<file path="src/rtl/wam_pkg.sv">
// Shared types and constants for the whack-a-mole game engine.
package wam_pkg;

    typedef enum logic [1:0] {
        ST_IDLE = 2'd0,
        ST_GAP  = 2'd1,
        ST_ON   = 2'd2,
        ST_OVER = 2'd3
    } state_e;

    typedef enum logic [1:0] {
        MODE_NORMAL = 2'd0,
        MODE_TIMED  = 2'd1,
        MODE_DEATH  = 2'd2,
        MODE_PROG   = 2'd3
    } mode_e;

    localparam logic [6:0]  HITS_NORMAL   = 7'd25;
    localparam logic [6:0]  HITS_EXTENDED = 7'd50;
    localparam logic [6:0]  SCORE_MAX     = 7'd99;
    localparam logic [1:0]  LEVEL_MAX     = 2'd3;

    localparam logic [15:0] LFSR_TAPS     = 16'hB400;
    localparam logic [15:0] LFSR_ZERO_SUB = 16'hACE1;

    // Light-on duration per difficulty level, in quarter-second units.
    function automatic logic [3:0] on_units(input logic [1:0] lvl);
        case (lvl)
            2'd0:    on_units = 4'd8;
            2'd1:    on_units = 4'd4;
            2'd2:    on_units = 4'd4;
            default: on_units = 4'd2;
        endcase
    endfunction

    // Dark gap between lights per difficulty level, in quarter-second units.
    function automatic logic [3:0] gap_units(input logic [1:0] lvl);
        case (lvl)
            2'd0:    gap_units = 4'd8;
            2'd1:    gap_units = 4'd4;
            2'd2:    gap_units = 4'd2;
            default: gap_units = 4'd1;
        endcase
    endfunction

endpackage

</file>
<file path="src/rtl/wam_lfsr.sv">
// 16-bit Galois LFSR used to pick the next light; a zero seed is replaced
// because the all-zero state would lock the sequence.
module wam_lfsr
    import wam_pkg::*;
(
    input  logic        clk_i,
    input  logic        load_i,
    input  logic [15:0] seed_i,
    input  logic        step_i,
    output logic [7:0]  rnd_o
);

    logic [15:0] lfsr_q, lfsr_d;

    // Load has priority over stepping; right-shifting Galois form.
    always_comb begin
        lfsr_d = lfsr_q;
        if (load_i) begin
            lfsr_d = (seed_i == 16'h0000) ? LFSR_ZERO_SUB : seed_i;
        end else if (step_i) begin
            lfsr_d = lfsr_q[0] ? ((lfsr_q >> 1) ^ LFSR_TAPS) : (lfsr_q >> 1);
        end
    end

    // State register.
    always_ff @(posedge clk_i) begin
        lfsr_q <= lfsr_d;
    end

    assign rnd_o = lfsr_q[7:0];

endmodule

</file>
<file path="src/rtl/wam_game_core.sv">
// Whack-a-mole game engine: game FSM, light sequencing, hit/miss detection,
// scoring, lives, countdown and level progression for N_HOLES lights.
module wam_game_core
    import wam_pkg::*;
#(
    parameter int N_HOLES       = 9,
    parameter int TICKS_PER_Q   = 12_500_000,
    parameter int LIVES         = 3,
    parameter int LEVEL_UP_HITS = 5,
    parameter int GAME_SECONDS  = 60
) (
    input  logic               clk,
    input  logic               reset,
    input  logic               start,
    input  logic [1:0]         mode,
    input  logic [1:0]         level,
    input  logic               extended,
    input  logic [15:0]        seed,
    input  logic               key_valid,
    input  logic [3:0]         key_idx,
    output logic [N_HOLES-1:0] lights,
    output logic [6:0]         score,
    output logic [6:0]         max_hits,
    output logic [5:0]         time_left,
    output logic [1:0]         lives_left,
    output logic [1:0]         cur_level,
    output logic               game_over
);

    // Phase timer must hold the longest phase (8 quarter units).
    localparam int TW      = $clog2(8 * TICKS_PER_Q) + 1;
    localparam int SEC_LEN = 4 * TICKS_PER_Q;
    localparam int SW      = $clog2(SEC_LEN) + 1;
    localparam int HW      = $clog2(LEVEL_UP_HITS) + 1;

    state_e              state_q, state_d;
    mode_e               mode_q, mode_d;
    logic [TW-1:0]       timer_q, timer_d;
    logic [SW-1:0]       sec_q, sec_d;
    logic [HW-1:0]       hit_cnt_q, hit_cnt_d;
    logic [N_HOLES-1:0]  lights_q, lights_d;
    logic [6:0]          score_q, score_d;
    logic [6:0]          max_hits_q, max_hits_d;
    logic [6:0]          flicks_q, flicks_d;
    logic [5:0]          time_q, time_d;
    logic [1:0]          lives_q, lives_d;
    logic [1:0]          level_q, level_d;
    logic [3:0]          pos_q, pos_d;
    logic                pos_vld_q, pos_vld_d;

    logic [7:0]          rnd;
    logic                lfsr_step;
    logic [TW-1:0]       gap_len, on_len;
    logic [3:0]          p_raw, p_next;
    logic                hit, wrong, on_tout, gap_done, playing, flick_limited;

    wam_lfsr u_lfsr (
        .clk_i  (clk),
        .load_i (reset),
        .seed_i (seed),
        .step_i (lfsr_step),
        .rnd_o  (rnd)
    );

    // Phase lengths follow the current level; the level only changes on a
    // hit, which always starts a fresh GAP, so new timing lands there.
    always_comb begin
        gap_len = TW'(gap_units(level_q)) * TW'(TICKS_PER_Q);
        on_len  = TW'(on_units(level_q)) * TW'(TICKS_PER_Q);
    end

    // Next light position, skipping a repeat of the previous one.
    always_comb begin
        p_raw  = 4'(int'(rnd) % N_HOLES);
        p_next = p_raw;
        if (pos_vld_q && (p_raw == pos_q)) begin
            p_next = (int'(p_raw) == N_HOLES - 1) ? 4'd0 : p_raw + 4'd1;
        end
    end

    // Event decode for the current cycle.
    always_comb begin
        playing       = (state_q == ST_GAP) || (state_q == ST_ON);
        hit           = (state_q == ST_ON) && key_valid && (key_idx == pos_q);
        wrong         = (state_q == ST_ON) && key_valid && !hit;
        on_tout       = (state_q == ST_ON) && (timer_q == on_len - TW'(1));
        gap_done      = (state_q == ST_GAP) && (timer_q == gap_len - TW'(1));
        flick_limited = (mode_q == MODE_NORMAL) || (mode_q == MODE_PROG);
    end

    // Next-state and datapath updates; start overrides everything but reset.
    always_comb begin
        state_d    = state_q;
        mode_d     = mode_q;
        timer_d    = timer_q;
        sec_d      = sec_q;
        hit_cnt_d  = hit_cnt_q;
        lights_d   = lights_q;
        score_d    = score_q;
        max_hits_d = max_hits_q;
        flicks_d   = flicks_q;
        time_d     = time_q;
        lives_d    = lives_q;
        level_d    = level_q;
        pos_d      = pos_q;
        pos_vld_d  = pos_vld_q;
        lfsr_step  = 1'b0;

        case (state_q)
            ST_GAP: begin
                timer_d = timer_q + TW'(1);
                if (gap_done) begin
                    state_d   = ST_ON;
                    timer_d   = '0;
                    lights_d  = {{(N_HOLES-1){1'b0}}, 1'b1} << p_next;
                    pos_d     = p_next;
                    pos_vld_d = 1'b1;
                    lfsr_step = 1'b1;
                    if (flicks_q != 7'h7F) flicks_d = flicks_q + 7'd1;
                end
            end
            ST_ON: begin
                timer_d = timer_q + TW'(1);
                if (hit) begin
                    if (score_q != SCORE_MAX) score_d = score_q + 7'd1;
                    if (mode_q == MODE_PROG) begin
                        if (hit_cnt_q == HW'(LEVEL_UP_HITS - 1)) begin
                            hit_cnt_d = '0;
                            if (level_q != LEVEL_MAX) level_d = level_q + 2'd1;
                        end else begin
                            hit_cnt_d = hit_cnt_q + HW'(1);
                        end
                    end
                end
                // A hit or a timeout ends the flick.
                if (hit || on_tout) begin
                    lights_d = '0;
                    timer_d  = '0;
                    state_d  = (flick_limited && (flicks_q == max_hits_q)) ? ST_OVER : ST_GAP;
                end
                // Wrong key and timeout together still cost a single life.
                if ((mode_q == MODE_DEATH) && (wrong || (on_tout && !hit))) begin
                    lives_d = lives_q - 2'd1;
                    if (lives_q == 2'd1) begin
                        state_d  = ST_OVER;
                        lights_d = '0;
                    end
                end
            end
            default: ;
        endcase

        // Timed mode: one-second countdown while a game is running.
        if ((mode_q == MODE_TIMED) && playing) begin
            if (sec_q == SW'(SEC_LEN - 1)) begin
                sec_d  = '0;
                time_d = time_q - 6'd1;
                if (time_q == 6'd1) begin
                    state_d  = ST_OVER;
                    lights_d = '0;
                end
            end else begin
                sec_d = sec_q + SW'(1);
            end
        end

        if (start) begin
            state_d    = ST_GAP;
            mode_d     = mode_e'(mode);
            timer_d    = '0;
            sec_d      = '0;
            hit_cnt_d  = '0;
            lights_d   = '0;
            score_d    = '0;
            flicks_d   = '0;
            pos_vld_d  = 1'b0;
            max_hits_d = extended ? HITS_EXTENDED : HITS_NORMAL;
            level_d    = (mode_e'(mode) == MODE_PROG) ? 2'd0 : level;
            lives_d    = (mode_e'(mode) == MODE_DEATH) ? 2'(LIVES) : 2'd0;
            time_d     = (mode_e'(mode) == MODE_TIMED) ? 6'(GAME_SECONDS) : 6'd0;
        end
    end

    // FSM state register.
    always_ff @(posedge clk) begin
        if (reset) state_q <= ST_IDLE;
        else       state_q <= state_d;
    end

    // Game datapath registers.
    always_ff @(posedge clk) begin
        if (reset) begin
            mode_q     <= MODE_NORMAL;
            timer_q    <= '0;
            sec_q      <= '0;
            hit_cnt_q  <= '0;
            lights_q   <= '0;
            score_q    <= '0;
            max_hits_q <= '0;
            flicks_q   <= '0;
            time_q     <= '0;
            lives_q    <= '0;
            level_q    <= '0;
            pos_q      <= '0;
            pos_vld_q  <= 1'b0;
        end else begin
            mode_q     <= mode_d;
            timer_q    <= timer_d;
            sec_q      <= sec_d;
            hit_cnt_q  <= hit_cnt_d;
            lights_q   <= lights_d;
            score_q    <= score_d;
            max_hits_q <= max_hits_d;
            flicks_q   <= flicks_d;
            time_q     <= time_d;
            lives_q    <= lives_d;
            level_q    <= level_d;
            pos_q      <= pos_d;
            pos_vld_q  <= pos_vld_d;
        end
    end

    assign lights     = lights_q;
    assign score      = score_q;
    assign max_hits   = max_hits_q;
    assign time_left  = time_q;
    assign lives_left = lives_q;
    assign cur_level  = level_q;
    assign game_over  = (state_q == ST_OVER);

endmodule

</file>
<file path="config.mk">
export PLATFORM = sky130hd
export DESIGN_NAME = wam_game_core
export DESIGN_NICKNAME = d
export VERILOG_FILES = /design/src/rtl/wam_pkg.sv /design/src/rtl/wam_lfsr.sv /design/src/rtl/wam_game_core.sv
export SDC_FILE = /design/constraint.sdc
export NUM_CORES = 1
export LEC_CHECK = 0
export ABC_AREA = 1
export BUFFER_PORTS_ARGS = -buffer_cell sky130_fd_sc_hd__buf_2
export CAP_MARGIN = 20
export CORE_AREA = 10 10 160 162
export DETAILED_ROUTE_END_ITERATION = 7
export DIE_AREA = 0 0 170 172
export PLACE_DENSITY = 0.59
export REMOVE_ABC_BUFFERS = 1
export SLEW_MARGIN = 20
export SYNTH_ARGS = -nofsm -noshare
export SYNTH_HDL_FRONTEND = slang
export SYNTH_SLANG_ARGS = --single-unit
</file>
<file path="constraint.sdc">
create_clock -name clk -period 15.25 [get_ports clk]
set_clock_uncertainty 0.05 [all_clocks]
set_input_delay 0.7625 -clock clk [delete_from_list [all_inputs] [get_ports clk]]
set_output_delay 0.7625 -clock clk [all_outputs]
set_load 0.05 [all_outputs]
</file>
==> results_dict.tcl <==
set metrics [dict create \
    n_fill_cell 2342 \
    postSynthAreaPerCell_sq_um 6.79 \
    cts_resized 0 \
    track_usage 0.164 \
    cts_max_path_buffers 2 \
    crit_start "u_lfsr.lfsr_q[5]" \
    post-route-min-period_ps 5720 \
    cpMaxStageDelayCell "edfxtp_1" \
    core_sq_mm 0.0224 \
    cts_setup_buffers 0 \
    regToRegSetupSlack_ps 9530 \
    cts_buffers 17 \
    netlist_instances 1300 \
    n_antenna_cell 0 \
    fin_tns_setup_ps 0 \
    crit_type "reg -> reg" \
    die_area_sq_mm 0.0292 \
    ys.warnings.count 0 \
    hold_buffers 0 \
    drt_iter0_drc 729 \
    drv_cap 0 \
    cts-root-buf "clkbuf_16" \
    synth_area_sq_mm 0.00883 \
    cts_tree "yes" \
    relSlewSlack 0.366 \
    clk_pin_slew_ps 60 \
    leakagePower_nw 4.25 \
    rr_endpoint "lights[7]" \
    portBuffers 60 \
    p_comb_frac 0.270 \
    via_per_inst 5.20 \
    critical_path.max_fanout 11 \
    endpoint "lights[7]" \
    ys_types 61 \
    antenna_found_initial 0 \
    clock_latency_ps 420 \
    finalNetCount 1425 \
    vias 8577 \
    fin_total_pwr_mw 1.05 \
    final_cell_mix "249 x nand2_1, 184 x inv_1, 117 x nor2_1" \
    cp_data_arrival_time_ps 6030 \
    crit_path_start_kind "flop" \
    pin_count 63 \
    rsz0062_at_grt "no" \
    layout-drive-gt1-share 0.130 \
    clock_power_share 0.407 \
    synth-seq-cells 120 \
    fmax_mhz 175 \
    ys.flop_type "dfxtp_1" \
    outcome "complete, no violations" \
    r2r_cells 42 \
    fp-row-count 55 \
    ir_drop_v 0.0000524 \
    setup_violations 0 \
    gr-total-overflow 0 \
    die_y_um 172 \
    drc 0 \
    p_int_mw 0.692 \
    seq_area_frac_synth 0.290 \
    grt_max_degree 38 \
    synthArstFlopShare 0 \
    cts_sinks 120 \
    wirelength_mm 24.0 \
    post-route-period-util 0.375 \
    slew_viol_final 0 \
    p_switching_mw 0.360 \
    initial_core_util 0.395 \
    detail-route-antenna-nets 0 \
    max_stage_delay_ps 470 \
    p_per_area_mw_per_mm2 105 \
    globalplace.congestion 0.944 \
    htree_num_levels 4 \
    tightest_slew_ps 945 \
    dp_hpwl_mm 18.4 \
    grt_pass1_wl_mm 39.3 \
    pwr-share-seq 0.323 \
    routedWlPerCell_um 14.6 \
    seq_area_sq_mm 0.00256 \
    cp_common_cell "nand2_1" \
    worstHoldPathType "reg -> reg" \
    layout_commonest_cell "nand2_1" \
    dr.pass1.iters 5 \
    hold_viol_final 0 \
    cp-end-kind "flop" \
    rr_startpoint "u_lfsr.lfsr_q[5]" \
    synth_edf_count 16 \
    fp.dieW_um 170 \
    grt_pass1_vias 8047 \
    cp.required_ps 15560 \
    syn_to_final_growth_pct 13.2 \
    p_sw_frac 0.343 \
    multi_input_area_sq_mm 0.00538 \
]
-- area by class of cell --
class                   count  share of cell area
clock buffers              20              0.0467
clock inverters            12              0.0162
inverters                 195              0.0735
multi-input cells         952               0.539
flip-flops and latches    120               0.256
well taps                 285              0.0357
repair buffers             64              0.0331
-- worst max-delay path, delay by kind of cell (launching register included) --
| family | cells | cell delay, ps |
|---|---|---|
| and+or+nand+nor | 28 | 3040 |
| adders and majority gates | 4 | 870 |
| AOI/OAI and AO/OA | 2 | 350 |
| DFF | 1 | 470 |
| buffers and inverters | 7 | 550 |
| xor gates and xnor gates | 1 | 300 |
-- registers in the layout, summed over array words and instances, names as in the netlist --
signal         flops
timer_q           28
sec_q             27
u_lfsr.lfsr_q     16
lights             9
flicks_q           7
score              7
time_left          6
hit_cnt_q          4
pos_q              4
max_hits           3
cur_level          2
lives_left         2
mode_q             2
state_q            2
pos_vld_q          1
-- Yosys cell counts (7+ instances only) --
cell	count	area share
nand2_1	249	0.11
inv_1	184	0.078
nor2_1	117	0.050
dfxtp_1	104	0.24
o21ai_0	95	0.054
nand3_1	90	0.051
a21oi_1	74	0.042
ha_1	46	0.065
nor3_1	32	0.018
clkbuf_1	26	0.011
xor2_1	26	0.026
nand4_1	25	0.018
nor4_1	17	0.012
a211oi_1	16	0.014
edfxtp_1	16	0.054
nand2_2	16	0.011
xnor2_1	15	0.015
a31oi_1	13	0.0092
nand3_2	11	0.012
a21oi_2	10	0.0099
inv_2	9	0.0038
nand2_4	8	0.010
nand3b_1	7	0.0060
nor2_4	7	0.0089
o21a_1	7	0.0060
o22ai_1	7	0.0050
-- per-layer routing --
metal	vias to the layer above	global-route usage	routed length, um
met1	3937	0.196	11000
met4	0	0.0519	411
li1	4432	-	-
met3	32	0.0372	1050
met2	176	0.286	11500
met5	-	0	0
-- per-stage QoR --
stage | hold slack [ps] | setup slack, ps | util | cells | instance area, sq um
global route | 450 | 8940 | 0.447 | 1648 | 9990
finish | 421 | 9530 | 0.447 | 1648 | 9990
global placement | 404 | 9760 | 0.419 | 1616 | 9370
CTS | 426 | 9570 | 0.447 | 1648 | 9990
detailed placement | 415 | 9610 | 0.419 | 1616 | 9370
floorplan | 389 | 10290 | - | 1267 | 8680
-- kinds of logic (layout without fill, tap and decap cells) --
logic type / count (synthesis) / count (layout) / share of synthesized area
other: 1 / 2 / 0.000425
DFF: 120 / 120 / 0.290
buffers and inverters: 229 / 291 / 0.100
xor gates and xnor gates: 41 / 41 / 0.0407
and+or+nand+nor: 607 / 607 / 0.331
AOI/OAI and AO/OA: 256 / 256 / 0.172
adders and majority gates: 46 / 46 / 0.0652
-- power groups by stage --
stage	clock, mW	sequential, mW	combinational (mW)
5_1_grt	0.450	0.341	0.320
4_1_cts	0.435	0.340	0.283
3_3_place_gp	0	0.346	0.280
3_5_place_dp	0	0.346	0.282
2_1_floorplan	0	0.356	0.212
6_report	0.428	0.340	0.284
-- how the worst min path moves through the flow --
stage / end / slack [ps] / depth (start not counted) / from
after floorplan: sec_q[26] / 390 / 2 / sec_q[26]
after detailed placement: sec_q[16] / 420 / 1 / sec_q[16]
after CTS: sec_q[21] / 430 / 2 / sec_q[20]
final: sec_q[26] / 420 / 2 / sec_q[26]
after global placement: sec_q[16] / 400 / 1 / sec_q[16]
after global routing: sec_q[21] / 450 / 2 / sec_q[20]
No activity file was read; power rests on OpenSTA's default activity.
